$ cat src/rtl/pipe_ctrl_pkg.sv
`default_nettype none
// ============================================================================
// Module : pipe_ctrl_pkg
// Brief  : Shared state encoding and register constants for pipeline_ctrl.
// Rev    : 1.0
// ============================================================================
package pipe_ctrl_pkg;

   typedef enum logic [1:0] {
      RUN      = 2'd0,
      MEM_WAIT = 2'd1,
      HALT     = 2'd2
   } ctrl_state_t;

   localparam logic [4:0] REG_X0 = 5'd0;

endpackage
`default_nettype wire

$ cat src/rtl/pipeline_ctrl_hazard_detect.sv
`default_nettype none
// ============================================================================
// Module : hazard_detect
// Brief  : Combinational load-use comparator between the ID and EX stages.
// Rev    : 1.0
// ============================================================================
module hazard_detect
   import pipe_ctrl_pkg::*;
(
   input  logic [4:0] id_rs1,
   input  logic [4:0] id_rs2,
   input  logic       id_uses_rs1,
   input  logic       id_uses_rs2,
   input  logic [4:0] ex_rd,
   input  logic       ex_mem_read,
   output logic       load_use
);

   // x0 is hard-wired to zero, so a load targeting it never creates a dependency
   assign load_use = ex_mem_read && (ex_rd != REG_X0) &&
                     ((id_uses_rs1 && (id_rs1 == ex_rd)) ||
                      (id_uses_rs2 && (id_rs2 == ex_rd)));

endmodule
`default_nettype wire

$ cat src/rtl/pipeline_ctrl.sv
`default_nettype none
// ============================================================================
// Module : pipeline_ctrl
// Brief  : Stall/flush controller with data-memory wait FSM and watchdog.
//          Optional counters enabled by PIPE_CTRL_PERF_EN.
// Rev    : 1.0
// ============================================================================
module pipeline_ctrl
   import pipe_ctrl_pkg::*;
#(
   parameter int MEM_TIMEOUT = 255
)(
   input  logic        clock,
   input  logic        reset,
   input  logic [4:0]  id_rs1,
   input  logic [4:0]  id_rs2,
   input  logic        id_uses_rs1,
   input  logic        id_uses_rs2,
   input  logic [4:0]  ex_rd,
   input  logic        ex_mem_read,
   input  logic        ex_branch_taken,
   input  logic        mem_req,
   input  logic        mem_ready,
   output logic        mem_valid,
   output logic        pc_en,
   output logic        if_id_en,
   output logic        id_ex_en,
   output logic        ex_mem_en,
   output logic        if_id_flush,
   output logic        id_ex_flush,
   output logic        mem_wb_flush,
`ifdef PIPE_CTRL_PERF_EN
   output logic [31:0] stall_cycles,
   output logic [31:0] flush_events,
`endif
   output logic        halted
);

   localparam int CNT_W = (MEM_TIMEOUT < 1) ? 1 : $clog2(MEM_TIMEOUT + 1);
   localparam logic [CNT_W-1:0] CNT_MAX = CNT_W'(MEM_TIMEOUT);

   ctrl_state_t      state, state_nxt;
   logic [CNT_W-1:0] wait_cnt, wait_cnt_nxt;
   logic             load_use;
   logic             mem_stall;
   logic             req_valid;

   hazard_detect u_hazard_detect (
      .id_rs1      (id_rs1),
      .id_rs2      (id_rs2),
      .id_uses_rs1 (id_uses_rs1),
      .id_uses_rs2 (id_uses_rs2),
      .ex_rd       (ex_rd),
      .ex_mem_read (ex_mem_read),
      .load_use    (load_use)
   );

   always_ff @(posedge clock) begin
      if (reset) begin
         state    <= RUN;
         wait_cnt <= '0;
      end else begin
         state    <= state_nxt;
         wait_cnt <= wait_cnt_nxt;
      end
   end

   always_comb begin
      state_nxt    = state;
      wait_cnt_nxt = wait_cnt;
      mem_stall    = 1'b0;
      req_valid    = 1'b0;
      case (state)
         RUN: begin
            req_valid = mem_req;
            mem_stall = mem_req && !mem_ready;
            if (mem_stall) begin
               state_nxt    = MEM_WAIT;
               wait_cnt_nxt = CNT_W'(1);
            end
         end
         MEM_WAIT: begin
            req_valid = 1'b1;
            mem_stall = !mem_ready;
            if (mem_ready) begin
               state_nxt    = RUN;
               wait_cnt_nxt = '0;
            end else if (wait_cnt == CNT_MAX) begin
               state_nxt = HALT;
            end else begin
               wait_cnt_nxt = wait_cnt + CNT_W'(1);
            end
         end
         HALT:    state_nxt = HALT;
         default: state_nxt = RUN;
      endcase
   end

   // Output priority: reset > HALT > memory stall > branch squash > load-use
   always_comb begin
      mem_valid    = req_valid;
      pc_en        = 1'b1;
      if_id_en     = 1'b1;
      id_ex_en     = 1'b1;
      ex_mem_en    = 1'b1;
      if_id_flush  = 1'b0;
      id_ex_flush  = 1'b0;
      mem_wb_flush = 1'b0;
      if (reset) begin
         mem_valid    = 1'b0;
         {pc_en, if_id_en, id_ex_en, ex_mem_en}  = 4'b0000;
         {if_id_flush, id_ex_flush, mem_wb_flush} = 3'b111;
      end else if (state == HALT) begin
         mem_valid = 1'b0;
         {pc_en, if_id_en, id_ex_en, ex_mem_en}  = 4'b0000;
      end else if (mem_stall) begin
         {pc_en, if_id_en, id_ex_en, ex_mem_en}  = 4'b0000;
         mem_wb_flush = 1'b1;
      end else if (ex_branch_taken) begin
         if_id_flush = 1'b1;
         id_ex_flush = 1'b1;
      end else if (load_use) begin
         pc_en       = 1'b0;
         if_id_en    = 1'b0;
         id_ex_flush = 1'b1;
      end
   end

   assign halted = (state == HALT);

`ifdef PIPE_CTRL_PERF_EN
   logic active;
   assign active = (state != HALT);

   always_ff @(posedge clock) begin
      if (reset) begin
         stall_cycles <= '0;
         flush_events <= '0;
      end else if (active) begin
         if (mem_stall || (!ex_branch_taken && load_use))
            stall_cycles <= stall_cycles + 32'd1;
         if (!mem_stall && ex_branch_taken)
            flush_events <= flush_events + 32'd1;
      end
   end
`endif

endmodule
`default_nettype wire

$ cat config.mk
export PLATFORM = sky130hd
export DESIGN_NAME = pipeline_ctrl
export DESIGN_NICKNAME = d
export VERILOG_FILES = /design/src/rtl/pipe_ctrl_pkg.sv /design/src/rtl/pipeline_ctrl_hazard_detect.sv /design/src/rtl/pipeline_ctrl.sv
export SDC_FILE = /design/constraint.sdc
export NUM_CORES = 1
export LEC_CHECK = 0
export CORE_AREA = 4 4 50 52
export CTS_BUF_LIST = sky130_fd_sc_hd__clkbuf_8
export CTS_CLUSTER_SIZE = 16
export DETAILED_ROUTE_END_ITERATION = 12
export DIE_AREA = 0 0 54 56
export GPL_TIMING_DRIVEN = 0
export PLACE_DENSITY = 0.72
export SYNTH_ARGS = -nofsm -noshare
export SYNTH_HDL_FRONTEND = slang
export SYNTH_SLANG_ARGS = --single-unit
$ cat constraint.sdc
create_clock -name clock -period 1.6 [get_ports clock]
set_input_delay 0.16 -clock clock [delete_from_list [all_inputs] [get_ports clock]]
set_output_delay 0.16 -clock clock [all_outputs]
set_load 0.02 [all_outputs]
==> results.json, run 1 <==
{
  "status": "completed",
  "critPathTopFamily": "flip-flops",
  "synth-edff-count": 0,
  "diodes": 0,
  "hold_ws_ns": 0.238,
  "dr.pass1.iters": 4,
  "design.core.area_mm2": 0.00211,
  "die_x_um": 54,
  "grt_pass1_vias": 843,
  "nets": 157,
  "yosysTopAreaCell": "dfxtp_1",
  "synth_top_area_share_pct": 25.5,
  "slew_viol_final": 0,
  "hp-class": "in -> reg",
  "fin_ws_ns": 0.0773,
  "worstPathRequired_ns": 1.44,
  "io_buffers": 31,
  "post-dp-hpwl_mm": 1.60,
  "synthesis.area_um2": 785,
  "io_pins": 32,
  "power_mw": 0.718,
  "syn_avg_cell_area_um2": 8.17,
  "die_h_um": 56,
  "hold_viol_final": 0,
  "synth_commonest_cells": "10 x dfxtp_1, 8 x xor2_1, 7 x inv_1, 6 x a21oi_1",
  "layout-drive-gt1-share_pct": 32.1,
  "numCtsBuffers": 3,
  "grt_util_all_layers_pct": 15.1,
  "synth.area.top_cells": "dfxtp_1 26%, xor2_1 8.9%, nor4_1 4.0%, a21oi_1 3.8%, mux2i_1 3.8%",
  "critPathArrivalTime_ns": 1.36,
  "num_rows": 17,
  "syn_nets": 120,
  "critPathSlowestCell": "dfxtp_2",
  "yosysMostFrequentCell": "dfxtp_1",
  "vias_per_cell": 5.26,
  "pre_cts_ws_ns": -0.871,
  "cp-start-kind": "register",
  "final_core_util_pct": 57.2,
  "synthXorXnorAreaFrac_pct": 11.2,
  "crit_chain": "o21bai_4, o21ai_2, nor2_2, buf_4, clkdlybuf4s15_2",
  "yosysUniqueCellTypes": 35,
  "grt_pass1_wl_mm": 3.44,
  "drt_iter0_drc": 15,
  "via_count": 837,
  "antenna_found_initial": 0,
  "clkSinkCount": 10,
  "htree_levels": 1,
  "start_util_pct": 37.3,
  "power_leakage_nw": 0.480,
  "setup_violations": 0,
  "grt_start_max_net_pins": 11,
  "async_flop_share_pct": 0,
  "drc": 0,
  "synth-seq-cells": 10,
  "fin_skew_ns": 0.00188,
  "dieArea_mm2": 0.00302,
  "fmax_mhz": 657,
  "maxCapViolations": 0,
  "ys_warn_count": 0,
  "cts_root_buf": "clkbuf_8",
  "endpoint_kind": "primary output",
  "place.gp.congestion": 0.805,
  "fin_crit_sh_pct": 95.2,
  "synthMuxAreaShare_pct": 3.83,
  "wl_per_cell_um": 13.0,
  "synth_simple_gate_area_share_pct": 29.5,
  "peakVddDrop_v": 0.000310,
  "totalWireLength_mm": 2.07,
  "cp_max_fo": 5,
  "yosys.area_share.adder_pct": 1.59,
  "crit_buf_inv": 2,
  "synth_top_family_by_area": "simple AND/OR/NAND/NOR gates",
  "synth_ff_type": "dfxtp_1",
  "critPathKind": "reg -> out",
  "fin_crit_ns": 1.52,
  "clock_path_buffers": 2,
  "clkLatencyLatePin_ns": 0.24,
  "clk_pin_slew_ns": 0.05,
  "worst_pin_slew_ns": 0.371,
  "grt-ovfl-total": 0,
  "max_slew_margin_pct": 75.3,
  "tritoncts": "built",
  "synth-compound-area-share_pct": 20.6,
  "worst_path_largest_cell_delay_ns": 0.38,
  "power.density_mw_per_mm2": 597,
  "synthToLayoutAreaGrowth_pct": 53.4,
  "ys_seq_area_share_pct": 25.5,
  "tns_ns": 0,
  "netlist_instances": 96,
  "hold_buffers": 0,
  "ant_nets": 0
}
sequential cells by signal (all words and copies together), names as in the netlist:
register and count:
wait_cnt 8, state 2
metal layers:
metal  routed length, um  GRT usage [%]  vias up
li1                    -              -      424
met1                 817           17.0      379
met2                1050           24.7       30
met3                 153           4.56        4
met4                  42           7.47        0
met5                   0              0        -
worst register-to-register path, stage by stage, from the launching register on:
cell	delay (ns)
dfxtp_1	0.34
ha_2	0.22
nand3_2	0.09
nor3_2	0.05
buf_6	0.14
or4_1	0.46
a21oi_1	0.15
cells by family after synthesis:
family                     count (synthesis)
and+or+nand+nor                           36
AOI/OAI and AO/OA                         24
buffers and inverters                     12
xor gates and xnor gates                  10
DFF                                       10
muxes                                      3
adders and majority gates                  1
report_power, final:
| part | switching (mW) | total, mW | internal, mW |
|---|---|---|---|
| Sequential | 0.00554 | 0.258 | 0.253 |
| Clock | 0.100 | 0.265 | 0.165 |
| Combinational | 0.0939 | 0.194 | 0.101 |
through the flow:
stage	area (um^2)	std cells
floorplan	796	96
global placement	1140	155
detailed placement	1140	155
CTS	1190	160
global route	1200	159
finish	1200	159
final timing paths:
kind,start,endpoint,slack [ns],depth (start not counted)
setup reg to reg,wait_cnt[0],wait_cnt[4],0.08,6
hold / removal,reset,state[0],0.24,2
setup / recovery,state[1],id_ex_en,0.08,5
hold reg to reg,wait_cnt[1],wait_cnt[1],0.51,2
layout make-up:
class,instances,area [um^2]
Timing Repair Buffer,33,270
Sequential cell,10,205
Inverter,7,26.3
Clock buffer,3,41.3
Fill cell,203,902
Buffer,4,33.8
Multi-Input combinational cell,74,592
Tap cell,28,35.0
cells in the final DEF, fill, tap and decap left out, types with 3 or more instances in the layout:
master	synthesis	final
a21oi_1	6	5
buf_2	1	9
buf_4	2	4
buf_6	1	3
clkbuf_8	0	3
clkdlybuf4s15_1	0	3
clkdlybuf4s50_1	0	5
dfxtp_1	10	8
dlygate4sd2_1	0	7
inv_1	7	7
mux2i_1	3	3
nand3_1	5	4
nand3b_1	3	3
nor2_1	5	4
nor4_1	5	3
o31ai_1	4	4
or3b_1	3	3
or4_1	4	3
xor2_1	8	8
repair_timing:
action                     in CTS  in global routing
setup endpoints to repair      14                 11
resized for setup              80                 12
gates cloned                    0                  0
pin swaps                      12                  6
buffers inserted                2                  0
(Power assumes the default switching activity.)
==> inputs of run 2 (changes only) <==
--- a/config.mk
+++ b/config.mk
@@ -12,6 +12,7 @@
 export DIE_AREA = 0 0 54 56
 export GPL_TIMING_DRIVEN = 0
 export PLACE_DENSITY = 0.72
+export RECOVER_POWER = 100
 export SYNTH_ARGS = -nofsm -noshare
 export SYNTH_HDL_FRONTEND = slang
 export SYNTH_SLANG_ARGS = --single-unit
==> results of run 2 <==
Same layout as run 1: the final DEF is identical, and so are final timing and power.
==> inputs of run 3 (changes only) <==
--- a/config.mk
+++ b/config.mk
@@ -7,7 +7,7 @@
 export LEC_CHECK = 0
 export CORE_AREA = 4 4 50 52
 export CTS_BUF_LIST = sky130_fd_sc_hd__clkbuf_8
-export CTS_CLUSTER_SIZE = 16
+export CTS_CLUSTER_SIZE = 30
 export DETAILED_ROUTE_END_ITERATION = 12
 export DIE_AREA = 0 0 54 56
 export GPL_TIMING_DRIVEN = 0
==> constraint.sdc (replaced) <==
create_clock -name clock -period 1.8 [get_ports clock]
set_input_delay 0.18 -clock clock [delete_from_list [all_inputs] [get_ports clock]]
set_output_delay 0.18 -clock clock [all_outputs]
set_load 0.02 [all_outputs]
==> results.json, run 3 (synthesis gave the netlist of run 1 again) <==
{
  "diodes": 0,
  "endpoint_kind": "primary output",
  "largest_register_ffs": 8,
  "hold_buffers": 0,
  "start_util_pct": 37.3,
  "htree_levels": 1,
  "power_mw": 0.692,
  "critPathKind": "in -> out",
  "io_pins": 32,
  "hold_ws_ns": 0.445,
  "synthToLayoutAreaGrowth_pct": 53.7,
  "clkSinkCount": 10,
  "place.gp.congestion": 0.728,
  "pre_cts_ws_ns": -0.711,
  "cp-start-kind": "input port",
  "power.density_mw_per_mm2": 574,
  "cp_max_fo": 2,
  "intPower_mw": 0.510,
  "wl_per_cell_um": 13.0,
  "fin_crit_sh_pct": 95.8,
  "worst_path_largest_cell_delay_ns": 0.47,
  "tritoncts": "built",
  "antenna_found_initial": 0,
  "final_cells": 162,
  "vias_per_cell": 5.37,
  "crit_chain": "clkdlybuf4s50_1, xnor2_1, and2_1, a32oi_1, o31a_1, buf_4, buf_6",
  "setup_violations": 0,
  "worstReg2RegEnd": "wait_cnt[4]",
  "clock_path_buffers": 2,
  "largest-register": "wait_cnt",
  "layout-drive-gt1-share_pct": 23.1,
  "clock_power_share_pct": 41.7,
  "drt_iter0_drc": 9,
  "worstHoldStart": "mem_ready",
  "r2r_slack_ns": 0.09,
  "clk_pin_slew_ns": 0.05,
  "min_path_cells": 2,
  "totalWireLength_mm": 2.11,
  "clkLatencyLatePin_ns": 0.24,
  "worstPathRequired_ns": 1.62,
  "post-dp-hpwl_mm": 1.59,
  "largestRegisters": "wait_cnt (8), state (2)",
  "worst_pin_slew_ns": 0.356,
  "max_slew_margin_pct": 75.6,
  "maxCapViolations": 0,
  "fin_skew_ns": 0.00288,
  "hold_viol_final": 0,
  "fin_crit_ns": 1.72,
  "drc": 0,
  "critPathSlowestCell": "clkdlybuf4s50_1",
  "grt_start_max_net_pins": 11,
  "fmax_mhz": 580,
  "die_h_um": 56,
  "p_sw_mw": 0.182,
  "final_cell_mix": "9 x clkdlybuf4s50_1, 9 x dfxtp_1",
  "nets": 159,
  "grt_pass1_vias": 829,
  "critPathArrivalTime_ns": 1.54,
  "hold_end": "state[0]",
  "p_comb_share_pct": 25.1,
  "numCtsBuffers": 3,
  "netSwitchingFraction_pct": 26.3,
  "fin_ws_ns": 0.0751,
  "io_buffers": 31,
  "power_leakage_nw": 0.479,
  "reg2reg_from": "wait_cnt[0]",
  "ant_nets": 0,
  "cts_root_buf": "clkbuf_8",
  "via_count": 870,
  "p_seq_share_pct": 33.2,
  "r2r_cells": 6,
  "grt-ovfl-total": 0,
  "status": "completed",
  "dp_cells": 155,
  "slew_viol_final": 0,
  "rsz0062_at_grt": "no",
  "design.core.area_mm2": 0.00211,
  "grt_util_all_layers_pct": 14.4,
  "dr.pass1.iters": 5,
  "peakVddDrop_v": 0.000351,
  "dieArea_mm2": 0.00302,
  "grt_pass1_wl_mm": 3.33,
  "die_x_um": 54,
  "fill_cells": 194,
  "hp-class": "in -> reg",
  "num_rows": 17
}
## run 3: cell types whose count changed in the layout (fill, tap and decap cells not counted), sizes merged
cell	change
buf	-8
clkdlybuf4s50	+4
clkdlybuf4s15	+1
clkbuf	+6
## run 3: how the worst max path moves through the flow
stage | cells past startpoint | end | start
2_1_floorplan | 5 | pc_en | state[0]
3_3_place_gp | 6 | pc_en | ex_rd[0]
3_5_place_dp | 6 | pc_en | ex_rd[0]
4_1_cts | 6 | id_ex_flush | id_rs1[4]
5_1_grt | 7 | pc_en | id_rs2[4]
6_report | 7 | if_id_en | id_rs1[3]
## run 3: worst max-delay path: cells and delay by family
family                 cells  cell delay (ns)
AO/OA/AOI/OAI              2             0.39
buffers and inverters      3             0.73
XOR/XNOR                   1             0.11
AND/OR/NAND/NOR            1             0.13
## run 3: cell type report
class / instances / area (um^2) / share of cell area [%]
flip-flops and latches: 10 / 201 / 16.7
clock buffers: 4 / 55.1 / 4.56
plain buffers: 5 / 30.0 / 2.49
multi-input cells: 74 / 557 / 46.2
repair buffers: 34 / 302 / 25.0
well taps: 28 / 35.0 / 2.90
inverters: 7 / 26.3 / 2.18
## run 3: repair_timing
| action | in CTS | in global routing |
|---|---|---|
| buffers inserted | 1 | 2 |
| endpoints found under the setup margin | 8 | 6 |
| pin swaps | 4 | 9 |
| resized for setup | 41 | 24 |
## run 3: per-stage QoR
stage / utilization (%) / TNS, ns / instance area, um^2
final: 57.3 / 0 / 1210
after global routing: 57.3 / 0 / 1210
after detailed placement: 53.7 / -3.90 / 1130
after global placement: 53.7 / -3.39 / 1130
after CTS: 56.6 / 0 / 1190
after floorplan: - / 0 / 785
## run 3: power groups by stage
stage	clock, mW	sequential [mW]	combinational (mW)
2_1_floorplan	0	0.233	0.0807
3_3_place_gp	0	0.233	0.171
3_5_place_dp	0	0.234	0.174
4_1_cts	0.291	0.229	0.165
5_1_grt	0.304	0.230	0.189
6_report	0.289	0.230	0.174
## run 3: routing by layer
metal  up-vias  GRT usage [%]  share of wire [%]
met2        28           25.4                 53
met1       405           15.4                 41
met4         0           7.47                2.4
li1        431              -                  -
met5         -              0                  0
met3         6           2.95                4.5
